### src/rtl/game_sequencer.sv
// game_sequencer: round flow controller for the flappy-box datapath.
// Walks IDLE -> PLAYING -> DYING -> GAME_OVER and generates the frame tick
// and movement enable. Scores pipes as they pass the box column (two BCD
// digits, saturating at 99) and pulses clear_collision when a round starts.
// Optional feature macro: HISCORE_EN. When it is defined, the best score is
// kept across rounds. When it is undefined, hiscore is tied to zero.
module game_sequencer #(
  parameter int unsigned FRAME_DIV    = 833333,
  parameter int unsigned DEATH_FRAMES = 30,
  parameter int unsigned BOX_X        = 4
) (
  input  logic       CLOCK_50,
  input  logic       resetn,
  input  logic       key_press,
  input  logic       collided,
  input  logic [7:0] pipe_x1,
  input  logic [7:0] pipe_x2,
  input  logic [7:0] pipe_x3,
  output logic [1:0] state,
  output logic       move_en,
  output logic       frame_tick,
  output logic       flap,
  output logic       clear_collision,
  output logic [7:0] score,
  output logic [7:0] hiscore
);

  localparam int unsigned FW = (FRAME_DIV > 1) ? $clog2(FRAME_DIV) : 1;
  localparam int unsigned DW = (DEATH_FRAMES > 1) ? $clog2(DEATH_FRAMES) : 1;
  localparam logic [FW-1:0] FRAME_MAX = FW'(FRAME_DIV - 1);
  localparam logic [DW-1:0] DEATH_MAX = DW'(DEATH_FRAMES - 1);
  localparam logic [7:0]    SCORE_X   = 8'(BOX_X - 1);

  typedef enum logic [1:0] {
    S_IDLE      = 2'b00,
    S_PLAYING   = 2'b01,
    S_DYING     = 2'b10,
    S_GAME_OVER = 2'b11
  } state_t;

  state_t          cur;
  logic            key_prev;
  logic            key_rise;
  logic            coll_q;
  logic [FW-1:0]   frame_cnt;
  logic [DW-1:0]   death_cnt;
  logic            frame_wrap;
  logic            pipe_hit;
  logic            death_done;

  assign state      = cur;
  assign frame_wrap = (frame_cnt == FRAME_MAX);
  assign pipe_hit   = (pipe_x1 == SCORE_X) | (pipe_x2 == SCORE_X) | (pipe_x3 == SCORE_X);
  assign death_done = (cur == S_DYING) && frame_tick && (death_cnt == DEATH_MAX);

  // Two-digit BCD increment that saturates at 99.
  function automatic logic [7:0] bcd_inc(input logic [7:0] v);
    logic [7:0] r;
    if (v == 8'h99)
      r = v;
    else if (v[3:0] == 4'd9)
      r = {4'(v[7:4] + 4'd1), 4'd0};
    else
      r = {v[7:4], 4'(v[3:0] + 4'd1)};
    return r;
  endfunction

  // Round state machine, frame/death counters, score and output pulses.
  always_ff @(posedge CLOCK_50) begin
    if (!resetn) begin
      cur             <= S_IDLE;
      key_prev        <= 1'b1;
      key_rise        <= 1'b0;
      coll_q          <= 1'b0;
      frame_cnt       <= '0;
      death_cnt       <= '0;
      move_en         <= 1'b0;
      frame_tick      <= 1'b0;
      flap            <= 1'b0;
      clear_collision <= 1'b0;
      score           <= 8'h00;
    end else begin
      key_prev        <= key_press;
      key_rise        <= key_press & ~key_prev;
      coll_q          <= collided;
      frame_tick      <= 1'b0;
      flap            <= 1'b0;
      clear_collision <= 1'b0;
      case (cur)
        S_IDLE, S_GAME_OVER: begin
          frame_cnt <= '0;
          move_en   <= 1'b0;
          if (key_rise) begin
            cur             <= S_PLAYING;
            move_en         <= 1'b1;
            clear_collision <= 1'b1;
            score           <= 8'h00;
          end
        end
        S_PLAYING: begin
          frame_cnt  <= frame_wrap ? '0 : frame_cnt + 1'b1;
          frame_tick <= frame_wrap;
          if (frame_tick && !collided && pipe_hit)
            score <= bcd_inc(score);
          if (coll_q) begin
            cur       <= S_DYING;
            move_en   <= 1'b0;
            death_cnt <= '0;
          end else begin
            move_en <= 1'b1;
            flap    <= key_rise;
          end
        end
        S_DYING: begin
          move_en <= 1'b0;
          if (death_done) begin
            cur       <= S_GAME_OVER;
            frame_cnt <= '0;
          end else begin
            frame_cnt  <= frame_wrap ? '0 : frame_cnt + 1'b1;
            frame_tick <= frame_wrap;
            if (frame_tick)
              death_cnt <= death_cnt + 1'b1;
          end
        end
        default: cur <= S_IDLE;
      endcase
    end
  end

`ifdef HISCORE_EN
  // Best score, captured as a round ends; only resetn clears it.
  always_ff @(posedge CLOCK_50) begin
    if (!resetn)
      hiscore <= 8'h00;
    else if (death_done && (score > hiscore))
      hiscore <= score;
  end
`else
  assign hiscore = 8'h00;
`endif

endmodule

### config.mk
export PLATFORM = sky130hd
export DESIGN_NAME = game_sequencer
export DESIGN_NICKNAME = d
export VERILOG_FILES = /design/src/rtl/game_sequencer.sv
export SDC_FILE = /design/constraint.sdc
export NUM_CORES = 1
export LEC_CHECK = 0
export ABC_AREA = 1
export CORE_ASPECT_RATIO = 1.2
export CORE_MARGIN = 1
export CORE_UTILIZATION = 30
export DETAILED_ROUTE_END_ITERATION = 8
export PLACE_DENSITY_LB_ADDON = 0.1
export SYNTH_ARGS = -nofsm -noshare
export SYNTH_HDL_FRONTEND = slang
export SYNTH_SLANG_ARGS = --single-unit
### constraint.sdc
create_clock -name CLOCK_50 -period 3.5 [get_ports CLOCK_50]
set_clock_uncertainty 0.15 [all_clocks]
set_input_delay 0.875 -clock CLOCK_50 [delete_from_list [all_inputs] [get_ports CLOCK_50]]
set_output_delay 0.875 -clock CLOCK_50 [all_outputs]
set_load 0.05 [all_outputs]
==> metrics.txt <==
Switching Power 0.000428 W; largest net degree at the start of global routing 17; Port Buffers between 40 and 50; Worst Path Required 2470 ps; slew at the pin with the worst max-slew slack 515 ps; Initial Util 31.5%; RR Startpoint state[0]; clock power share 35.4%; Logic pwr share between 20 and 30%; Slew Viols, Final 0; Post-synth EDFFs 0; Worst path top cell family by delay buffers and inverters; Crit Path Category flop to output port; grt total ovfl 0; initial antenna violation count 0; DRC 0; worst-path cell chain clkdlybuf4s50_1; Routed WL 5.12 mm; yosys warns 0; Post-Layout Cell Count ~470; hpwl dp 3.99 mm; fmax 0.384 GHz; Final WS setup about 900 ps; post-CTS sizing 0; Synth Area in Simple Gates between 30% and 40%; post-synthesis adder-cell area fraction 6.44%; Pint 0.000925 W; Die Area 8130 um^2; H-tree depth reported by CTS 2; Slew HR ~66%; Synth Area in XOR/XNOR around 4.5%; dpl cells 464; Layout Area Growth over Synthesis 26.8%; Pre-Repair DR Iteration Count 4; HP Class flop to flop; most common cell after layout, fill and taps aside nand2_1; Setup-failing EPs final 0; Bufs and invs on worst path 1; Gate Count Post-Synth between 300 and 400; sequential power share 39.3%; unrepaired setup endpoints after global routing no; reg-to-reg slack, setup 1450 ps; mapped cell area 2330 um^2; worst reg-to-reg path cell count 8; Compound-Gate Fraction of Synth Area 6.17%; Slowest cell on crit path clkdlybuf4s50_1; CP max FO 6; Clock Tree Root clkbuf_8; CORE AREA 7400 um^2; Async S/R FF share, synth 0%; WHS Path Cells 1; Yosys reg bits 42; Final TNS setup 0 ps; clk slew on worst S/H paths 90 ps; CTS tree built; Routability Congestion between 0.8 and 0.9; startpoint types flop; Vias 2081; pwr/cell area 458 nW/um^2; post-layout total power 0.00135 W; WL/cell between 10 and 15 um; row count 34; Setup WS pre-CTS between 900 and 1000 ps; final net count 421; Distinct cells, synth 36; Seq/Total Area, Yosys ~36%; hold path startpoint key_prev; Overall Global Routing Usage 13.1%; fin crit share 74.4%; Final min period 2610 ps; vias in the first global route 1859; Routed Antenna Nets 0; CP arrival 1580 ps; top cell type's share of synthesized area 36.1%; CTS buffer count 5; vias per std cell 4.41; Max Root-Sink Buffers 2; Cell Area, Placed 2810 um^2; later-pin clock latency in the skew report 300 ps; fill count 811; post-synthesis cell type with the largest combined area dfxtp_1; Die X 82.5 um; top cells by area in the synthesized netlist dfxtp_1 (36%), nand2_1 (11%), inv_1 (8.5%); Final Hold Viols 0; first-pass GRT wire length 8.14 mm; Switching Fraction 31.6%; layout cells sized above 1 between 6 and 7%; MaxCap Viol Count 0; main flop type after synthesis dfxtp_1; post-route cell area 2960 um^2; Diodes inserted 0; commonest cells after routing, fill and taps aside nand2_1 (66), inv_1 (53), nor2_1 (53), dfxtp_1 (42), clkdlybuf4s50_1 (41); Crit Reg-Reg Endpoint score[4]; critical path endpoint category output port; setup bufs post-CTS 0; die height 98.6 um; leakage power between 1 and 1.5 nW; CTS sink cnt 42; drt initial violations 48; status complete, no violations; io pins 50; post-synthesis mux area share 0%; syn avg cell area 6.96 um^2; Largest stage delay, worst path approximately 840 ps; Worst VDD drop 170 uV; worst min-delay path endpoint key_rise; largest family of logic cells by synthesized area simple AND/OR/NAND/NOR gates; hold_buf cts 0
## per-layer routing
layer / track usage (%) / vias up / routed length, um
met5: 0 / - / 0
met4: 4.86 / 0 / 46
met3: 3.61 / 5 / 352
met2: 23.9 / 46 / 2500
met1: 13.7 / 908 / 2220
li1: - / 1122 / -
## power by group through the flow
stage               sequential [W]  combinational [W]  clock (W)
floorplan                 0.000592           0.000196          0
global placement          0.000543           0.000344          0
detailed placement        0.000544           0.000346          0
CTS                       0.000533           0.000348   0.000499
global route              0.000538           0.000387   0.000512
finish                    0.000532           0.000342   0.000479
## layout make-up
cell class / instances / area, um^2 / share of cell area [%]
inverters: 56 / 210 / 7.11
clock buffers: 6 / 82.6 / 2.79
clock inverters: 2 / 60.1 / 2.03
well taps: 90 / 113 / 3.81
flip-flops and latches: 42 / 841 / 28.5
repair buffers: 42 / 418 / 14.1
multi-input cells: 234 / 1230 / 41.7
## cell families after synthesis
group / count (synthesis)
and+or+nand+nor: 178
AOI/OAI and AO/OA: 24
xor gates and xnor gates: 12
buffers and inverters: 66
other: 1
adders and majority gates: 12
DFF: 42
## registers in the layout (all words and copies together) (netlist names)
register	flops
state	2
clear_collision	1
flap	1
key_prev	1
key_rise	1
score	8
move_en	1
frame_cnt	20
death_cnt	5
coll_q	1
frame_tick	1
## metrics by stage
| step | util, % | hold slack, ps |
|---|---|---|
| floorplan | - | 224 |
| global route | 39.9 | 275 |
| CTS | 39.9 | 259 |
| finish | 39.9 | 252 |
| detailed placement | 38.0 | 247 |
| global placement | 38.0 | 245 |
## Yosys cell counts (all sizes together) (2+ instances only)
cell	number
buf	9
xor2	9
a211oi	2
dfxtp	42
ha	12
o21ai	5
nand2	71
nor4	5
nand3	20
inv	55
a21oi	11
nor3	12
o21a	2
nor2	58
xnor2	3
nand4	7
## how the worst max path moves through the flow
| stage | start | to | slack, ps | depth (start not counted) |
|---|---|---|---|---|
| floorplan | state[0] | score[1] | 1380 | 10 |
| global placement | resetn | frame_cnt[3] | 960 | 7 |
| detailed placement | resetn | frame_cnt[3] | 940 | 7 |
| CTS | score[0] | score[0] | 870 | 1 |
| global route | score[5] | score[5] | 840 | 1 |
| finish | score[0] | score[0] | 890 | 1 |
(Power assumes the default switching activity.)
